`config.mk`:
```
export PLATFORM = sky130hd
export DESIGN_NAME = toast_mem_arbiter
export DESIGN_NICKNAME = d
export VERILOG_FILES = /design/src/rtl/toast_mem_arbiter.sv
export SDC_FILE = /design/constraint.sdc
export NUM_CORES = 1
export LEC_CHECK = 0
export ABC_AREA = 1
export CAP_MARGIN = 20
export CORE_MARGIN = 10
export CORE_UTILIZATION = 46
export CTS_BUF_LIST = sky130_fd_sc_hd__clkbuf_16
export DETAILED_ROUTE_END_ITERATION = 7
export GPL_TIMING_DRIVEN = 0
export PLACE_DENSITY = 0.85
export SYNTH_ARGS = -nofsm -noshare
export SYNTH_HDL_FRONTEND = slang
export SYNTH_SLANG_ARGS = --single-unit
```
`constraint.sdc`:
```
create_clock -name clk_i -period 3.4 [get_ports clk_i]
set_clock_uncertainty 0.15 [all_clocks]
set_input_delay 0.68 -clock clk_i [delete_from_list [all_inputs] [get_ports clk_i]]
set_output_delay 0.68 -clock clk_i [all_outputs]
set_load 0.02 [all_outputs]
```
`src/rtl/toast_mem_arbiter.sv`:
```
// Single-port memory arbiter: MEM has fixed priority over IF, one bus transaction
// in flight, flush-drop of fetch results and a per-transaction no-ack timeout.
module toast_mem_arbiter #(
    parameter int ADDR_WIDTH     = 32,
    parameter int DATA_WIDTH     = 32,
    parameter int TIMEOUT_CYCLES = 255
) (
    input  logic                    clk_i,
    input  logic                    resetn_i,
    input  logic                    if_req_i,
    input  logic [ADDR_WIDTH-1:0]   if_addr_i,
    output logic                    if_gnt_o,
    output logic                    if_rvalid_o,
    output logic [DATA_WIDTH-1:0]   if_rdata_o,
    input  logic                    flush_i,
    input  logic                    mem_req_i,
    input  logic                    mem_we_i,
    input  logic [DATA_WIDTH/8-1:0] mem_be_i,
    input  logic [ADDR_WIDTH-1:0]   mem_addr_i,
    input  logic [DATA_WIDTH-1:0]   mem_wdata_i,
    output logic                    mem_gnt_o,
    output logic                    mem_rvalid_o,
    output logic [DATA_WIDTH-1:0]   mem_rdata_o,
    output logic                    bus_req_o,
    output logic                    bus_we_o,
    output logic [DATA_WIDTH/8-1:0] bus_be_o,
    output logic [ADDR_WIDTH-1:0]   bus_addr_o,
    output logic [DATA_WIDTH-1:0]   bus_wdata_o,
    input  logic                    bus_ack_i,
    input  logic [DATA_WIDTH-1:0]   bus_rdata_i,
    output logic                    stall_o,
    output logic                    err_o
);
    localparam int          BE_W = DATA_WIDTH / 8;
    localparam logic [15:0] TMO  = 16'(TIMEOUT_CYCLES);

    typedef enum logic [1:0] {IDLE, BUSY_IF, BUSY_MEM} state_t;

    state_t                  state_q, state_d;
    logic                    drop_q, drop_d;
    logic [15:0]             cnt_q, cnt_d;
    logic                    bus_req_q, bus_req_d;
    logic                    bus_we_q, bus_we_d;
    logic [BE_W-1:0]         bus_be_q, bus_be_d;
    logic [ADDR_WIDTH-1:0]   bus_addr_q, bus_addr_d;
    logic [DATA_WIDTH-1:0]   bus_wdata_q, bus_wdata_d;
    logic                    if_rvalid_q, if_rvalid_d;
    logic [DATA_WIDTH-1:0]   if_rdata_q, if_rdata_d;
    logic                    mem_rvalid_q, mem_rvalid_d;
    logic [DATA_WIDTH-1:0]   mem_rdata_q, mem_rdata_d;
    logic                    err_q, err_d;
    logic                    if_gnt, mem_gnt, timeout, done, drop_eff;

    always_comb begin
        state_d      = state_q;
        drop_d       = drop_q;
        cnt_d        = cnt_q;
        bus_req_d    = bus_req_q;
        bus_we_d     = bus_we_q;
        bus_be_d     = bus_be_q;
        bus_addr_d   = bus_addr_q;
        bus_wdata_d  = bus_wdata_q;
        if_rvalid_d  = 1'b0;
        if_rdata_d   = if_rdata_q;
        mem_rvalid_d = 1'b0;
        mem_rdata_d  = mem_rdata_q;
        err_d        = 1'b0;
        if_gnt       = 1'b0;
        mem_gnt      = 1'b0;
        timeout      = 1'b0;
        done         = 1'b0;
        // A flush in the completion cycle itself still discards the fetch.
        drop_eff     = drop_q | flush_i;

        case (state_q)
            IDLE: begin
                if (mem_req_i) begin
                    mem_gnt     = 1'b1;
                    state_d     = BUSY_MEM;
                    bus_req_d   = 1'b1;
                    bus_we_d    = mem_we_i;
                    bus_be_d    = mem_be_i;
                    bus_addr_d  = mem_addr_i;
                    bus_wdata_d = mem_wdata_i;
                    cnt_d       = '0;
                    drop_d      = 1'b0;
                end else if (if_req_i) begin
                    if_gnt      = 1'b1;
                    state_d     = BUSY_IF;
                    bus_req_d   = 1'b1;
                    bus_we_d    = 1'b0;
                    bus_be_d    = '1;
                    bus_addr_d  = if_addr_i;
                    bus_wdata_d = '0;
                    cnt_d       = '0;
                    drop_d      = flush_i;
                end
            end
            BUSY_IF, BUSY_MEM: begin
                timeout = (TMO != 16'd0) && (cnt_q == TMO) && !bus_ack_i;
                done    = bus_ack_i | timeout;
                if (!bus_ack_i) begin
                    cnt_d = cnt_q + 16'd1;
                end
                if (state_q == BUSY_IF && flush_i) begin
                    drop_d = 1'b1;
                end
                if (done) begin
                    state_d   = IDLE;
                    bus_req_d = 1'b0;
                    drop_d    = 1'b0;
                    cnt_d     = '0;
                    if (state_q == BUSY_IF) begin
                        if (!drop_eff) begin
                            if_rvalid_d = 1'b1;
                            err_d       = timeout;
                            if_rdata_d  = timeout ? '0 : bus_rdata_i;
                        end
                    end else begin
                        mem_rvalid_d = 1'b1;
                        err_d        = timeout;
                        if (timeout) begin
                            mem_rdata_d = '0;
                        end else if (!bus_we_q) begin
                            mem_rdata_d = bus_rdata_i;
                        end
                    end
                end
            end
            default: state_d = IDLE;
        endcase
    end

    always_ff @(posedge clk_i or negedge resetn_i) begin
        if (!resetn_i) begin
            state_q      <= IDLE;
            drop_q       <= 1'b0;
            cnt_q        <= '0;
            bus_req_q    <= 1'b0;
            bus_we_q     <= 1'b0;
            bus_be_q     <= '0;
            bus_addr_q   <= '0;
            bus_wdata_q  <= '0;
            if_rvalid_q  <= 1'b0;
            if_rdata_q   <= '0;
            mem_rvalid_q <= 1'b0;
            mem_rdata_q  <= '0;
            err_q        <= 1'b0;
        end else begin
            state_q      <= state_d;
            drop_q       <= drop_d;
            cnt_q        <= cnt_d;
            bus_req_q    <= bus_req_d;
            bus_we_q     <= bus_we_d;
            bus_be_q     <= bus_be_d;
            bus_addr_q   <= bus_addr_d;
            bus_wdata_q  <= bus_wdata_d;
            if_rvalid_q  <= if_rvalid_d;
            if_rdata_q   <= if_rdata_d;
            mem_rvalid_q <= mem_rvalid_d;
            mem_rdata_q  <= mem_rdata_d;
            err_q        <= err_d;
        end
    end

    // Combinational outputs are forced low while reset is held.
    assign if_gnt_o     = if_gnt & resetn_i;
    assign mem_gnt_o    = mem_gnt & resetn_i;
    assign stall_o      = resetn_i & ((state_q != IDLE) | (if_req_i & mem_req_i));
    assign bus_req_o    = bus_req_q;
    assign bus_we_o     = bus_we_q;
    assign bus_be_o     = bus_be_q;
    assign bus_addr_o   = bus_addr_q;
    assign bus_wdata_o  = bus_wdata_q;
    assign if_rvalid_o  = if_rvalid_q;
    assign if_rdata_o   = if_rdata_q;
    assign mem_rvalid_o = mem_rvalid_q;
    assign mem_rdata_o  = mem_rdata_q;
    assign err_o        = err_q;
endmodule

```
==> flow_summary.ini, run 1 <==
[sta]
hold_viol_final = 0
relSlewSlack_pct = 63.2
fmax_ghz = 0.320
period_share_pct = 91.9
drv_slew = 0
timing.hold.ws_ps = 31.3
period_needed_ps = 3120
rsz0062_at_grt = no
worst_pin_slew_ps = 553
tns_ps = 0
setup_viol = 0

[clock_network]
cts_buffer_depth = 2
cts_buffers = 17
insertion_delay_ps = 420
clkSlewWorstSetupHoldPaths_ps = 60
cts-root-buf = clkbuf_16
cts_max_level = 4
tritoncts = yes
clock-sinks = 156
cts_setup_buffers = 0
cts-hold-fix-buffers = 0

[pwr]
p_clk_share_pct = 20.5
p_comb_share_pct = 47.6
vdd_ir_drop_max_mv = 0.493
swShare_pct = 39.9
power.leakage_nw = 4.79
pwr-share-seq_pct = 32.0
p_per_area_nw_per_um2 = 925
intPower_w = 0.00579
totalPowerFinal_w = 0.00963
power.switching_w = 0.00384

[grt]
grt_start_max_net_pins = 87
grt_pass1_vias = 6499
grt_overflow_total = 0
grt_pass1_wl_mm = 35.9
antenna_found_initial = 0
grt_use_total_pct = 22.9

[status]
outcome = finished clean

[yosys]
synthTopCellsByArea = dfrtp_1, nand2_1, nor2_1, nand3_1, o21ai_1
synth-seq-cells = 156
synth-main-ff-cell = dfrtp_1
synth_enable_flop_cells = 0
synth-seq-area-share_pct = 58.0
ys_warn_count = 0
synth_nets = 909
synth_common_cells = nand2_1, dfrtp_1, nor2_1, nand3_1, o21ai_1
netlist_instances = 766
syn_area_per_cell_um2 = 8.79
yosysUniqueCellTypes = 30
synth_most_common_cell = nand2_1
synth_top_area_share_pct = 58.0
syn_area_um2 = 6730
ys_async_sr_fraction_pct = 100
synth_area_leader_cell = dfrtp_1

[die]
die_area_um2 = 19900
die_h_um = 141
die_w_um = 141
ios = 279
placementRows = 44
initial_core_util_pct = 46.7
fp.coreArea_um2 = 14400

[routing]
vias = 6478
vias_per_cell = 5.14
drt-wirelength-per-cell_um = 18.4
detailedRoute.firstIterationViolations = 374
dr.pass1.iters = 5
routed_wl_mm = 23.2
ant_nets = 0
drc = 0

[finish]
areaGrowthSynthToFinish_pct = 54.7
fin_util_pct = 72.2
num_antenna_cells = 0
drive_gt1_share_pct = 8.83
fin_area_um2 = 10400
fin_nets = 1206

[setup_path]
cp.required_ps = 2570
crit_type = input pin to output port
ff2ff_path_depth = 10
cp-end-kind = output port
cp_max_fo = 87
worst_setup_path_start_kind = input pin
arrival_ps = 2290

[placement]
placed_area_um2 = 9770
place_congestion = 0.830
dp_hpwl_mm = 17.3
port_buffers = 277

[worst_hold_path]
hold_path_class = input pin to asynchronous set/reset pin

[run]
drv_cap = 0
registers in the layout, indices dropped and copies added, names as in the netlist, 2 cells and up:
register     flops
state_q          2
bus_addr_o      32
mem_rdata_o     32
bus_wdata_o     32
cnt_q           16
if_rdata_o      32
bus_be_o         4
metrics by stage:
stage | instances | setup slack, ps
2_1_floorplan | 766 | 790
3_3_place_gp | 1227 | -5460
3_5_place_dp | 1228 | -238
4_1_cts | 1259 | 5.11
5_1_grt | 1260 | 140
6_report | 1260 | 275
cell families (layout without fill, tap and decap cells):
group | Yosys count | count (layout) | share of synthesized area [%]
AO/OA/AOI/OAI | 113 | 113 | 10.3
XOR/XNOR | 5 | 5 | 0.650
adder cells (fa/ha/maj) | 4 | 4 | 0.743
buffers and inverters | 71 | 381 | 5.09
flip-flops | 156 | 156 | 58.0
AND/OR/NAND/NOR | 417 | 417 | 25.2
power by group through the flow:
stage	Sequential (W)	Clock, W	Combinational, W
floorplan	0.00400	0	0.00132
global placement	0.00305	0	0.00451
detailed placement	0.00309	0	0.00458
CTS	0.00307	0.00199	0.00462
global route	0.00317	0.00208	0.00494
finish	0.00308	0.00197	0.00458
repair_timing:
action,4_1_cts,5_1_grt
resized for setup,2,4
gates cloned,0,1
endpoints found under the setup margin,3,3
critical path, stage by stage:
cell,delay [ps]
buf_16,340
buf_16,260
inv_1,110
nor2_1,140
clkdlybuf4s50_1,710
layout make-up:
cell class / instances / area [µm²]
timing repair buffer: 279 / 2850
multi-input combinational: 539 / 2490
inverter: 26 / 97.6
clock buffer: 17 / 425
tap: 184 / 230
fill: 1065 / 4010
buffer: 44 / 243
clock inverter: 15 / 185
sequential: 156 / 3900
final timing paths:
| path | slack, ps | startpoint | to |
|---|---|---|---|
| hold / removal | 30 | resetn_i | if_rdata_o[5] |
| min in group clk_i | 320 | bus_wdata_o[9] | bus_wdata_o[9] |
| setup / recovery | 280 | resetn_i | mem_gnt_o |
| setup reg to reg | 1240 | state_q[0] | bus_wdata_o[29] |
| max in group asynchronous | 2460 | resetn_i | cnt_q[2] |
| hold reg to reg | 320 | bus_wdata_o[9] | bus_wdata_o[9] |
per-layer routing:
| layer | GRT usage (%) | share of wire [%] | up-vias |
|---|---|---|---|
| met5 | 0 | 0 | - |
| met4 | 8.26 | 2.6 | 0 |
| met3 | 10.8 | 11 | 39 |
| met2 | 37.6 | 48 | 292 |
| met1 | 25.4 | 38 | 3067 |
| li1 | - | - | 3080 |
placed cells by master (no fill, tap or decap), types with 3 or more instances in the layout:
cell,instances
inv_1,23
a31oi_1,32
dfrtp_1,156
nand2_2,3
o21ai_2,23
inv_6,4
buf_2,19
nor2_1,67
inv_2,3
nand4_1,6
buf_6,7
clkbuf_1,15
o21ai_1,41
clkdlybuf4s50_1,275
o21ai_0,13
clkbuf_16,18
nand3_1,47
ha_1,4
nand2_1,284
clkinv_4,3
xor2_1,4
bufinv_16,3
No activity file was read; power rests on OpenSTA's default activity.
==> run 2: changes to the inputs <==
Settings changed: CORE_MARGIN 10 to 2.
==> run 2 against run 1 <==
Sequential share of layout area is 0.32 points higher. Clock power is 6% lower. Count of clock-buffer cells in the layout stayed put. Critical endpoint is now stall_o. Highest routed layer unchanged.
==> flow_summary.ini, run 2 (synthesized netlist as in run 1, its figures left out) <==
[status]
outcome = finished clean

[setup_path]
r2r_end = bus_addr_o[8]
crit_type = flop to output port
arrival_ps = 2390
worst_setup_path_start_kind = flop
ff2ff_path_depth = 7
r2r-start = state_q[1]
cp_max_fo = 10
crit_start = state_q[0]
cp-end-kind = output port
cp.required_ps = 2570
regToRegSetupSlack_ps = 1230

[placement]
place_congestion = 0.837
port_buffers = 277
dp_hpwl_mm = 15.5

[pwr]
pwr-share-seq_pct = 32.7
swShare_pct = 39.1
p_comb_share_pct = 47.7
power.leakage_nw = 4.75
vdd_ir_drop_max_mv = 0.704
p_clk_share_pct = 19.6
intPower_w = 0.00575
p_per_area_nw_per_um2 = 914
totalPowerFinal_w = 0.00944
power.switching_w = 0.00369

[die]
die_h_um = 125
die_w_um = 125
die_area_um2 = 15600
initial_core_util_pct = 46.7
placementRows = 44
fp.coreArea_um2 = 14400
ios = 279

[sta]
rsz0062_at_grt = no
fmax_ghz = 0.311
relSlewSlack_pct = 47.5
period_share_pct = 94.6
period_needed_ps = 3220
timing.hold.ws_ps = 169
drv_slew = 0
hold_viol_final = 0
setup_viol = 0
worst_pin_slew_ps = 788

[finish]
seq_area_um2 = 3900
final_cell_mix = nand2_1, clkdlybuf4s50_1, dfrtp_1
multi_input_area_um2 = 2490
final_common_cell = nand2_1
areaGrowthSynthToFinish_pct = 53.4
fin_nets = 1205
nFillCells = 1074
num_antenna_cells = 0
drive_gt1_share_pct = 8.10
fin_util_pct = 71.6

[grt]
grt_pass1_vias = 6463
grt_use_total_pct = 27.5
grt_start_max_net_pins = 87
grt_overflow_total = 0
grt_pass1_wl_mm = 33.7
antenna_found_initial = 0

[clock_network]
insertion_delay_ps = 420
clock-sinks = 156
cts-root-buf = clkbuf_16
cts_buffers = 17
cts_max_level = 4
cts_buffer_depth = 2
tritoncts = yes
clkSlewWorstSetupHoldPaths_ps = 60

[routing]
ant_nets = 0
vias = 6500
routed_wl_mm = 21.0
dr.pass1.iters = 5
drc = 0
vias_per_cell = 5.17
detailedRoute.firstIterationViolations = 457
drt-wirelength-per-cell_um = 16.7

[run]
drv_cap = 0

[worst_hold_path]
hold_path_class = input pin to asynchronous set/reset pin
run 2: cell types whose count changed in the layout (fill, tap and decap cells not counted), sizes merged:
cell           previous run  this run
clkdlybuf4s50           275       276
dlymetal6s2s              1         0
clkinv                    5         4
clkbuf                   34        33
run 2: critical path: stages (launching register included):
cell and delay [ps]:
dfrtp_1 390, inv_1 60, ha_1 230, buf_2 200
clkbuf_2 210, a21oi_1 190, clkdlybuf4s50_1 680
run 2: power groups by stage:
stage	logic [W]	clock network, W	registers, W
4_1_cts	0.00453	0.00186	0.00309
2_1_floorplan	0.00132	0	0.00400
5_1_grt	0.00483	0.00195	0.00318
3_3_place_gp	0.00442	0	0.00307
3_5_place_dp	0.00450	0	0.00310
6_report	0.00450	0.00185	0.00309
run 2: cell type report:
cell class                      count  share of cell area, %
Sequential cell                   156                   37.8
Multi-Input combinational cell    539                   24.1
Timing Repair Buffer              278                   27.1
Clock inverter                     14                   1.36
Clock buffer                       17                   4.12
Inverter                           26                  0.945
Tap cell                          184                   2.23
Buffer                             44                   2.35
run 2: how the worst max path moves through the flow:
stage                           to  cells after the start
after CTS                  stall_o                      6
after floorplan            stall_o                      5
after global placement     stall_o                      4
after detailed placement   stall_o                      6
final                      stall_o                      6
after global routing      if_gnt_o                      4
run 2: per-layer routing:
metal	global-route usage, %	wire length [µm]	up-vias
met5	0	0	-
met4	10.3	633	0
met3	8.64	1850	42
li1	-	-	3077
met1	32.7	7890	3084
met2	46.9	10600	297
run 2: what timing repair did:
item | in CTS | in global routing
resized for setup | 0 | 2
hold buffers | 0 | 0
endpoints found under the setup margin | 1 | 1
buffers inserted | 0 | 0
run 2: through the flow:
step | std cells | setup slack [ps] | TNS [ps] | cell area, µm²
after floorplan | 766 | 790 | 0 | 6730
after global placement | 1227 | -5320 | -762370 | 9740
after detailed placement | 1228 | -123 | -123 | 9770
after CTS | 1258 | 53.8 | 0 | 10300
after global routing | 1258 | 9.81 | 0 | 10300
final | 1258 | 185 | 0 | 10300
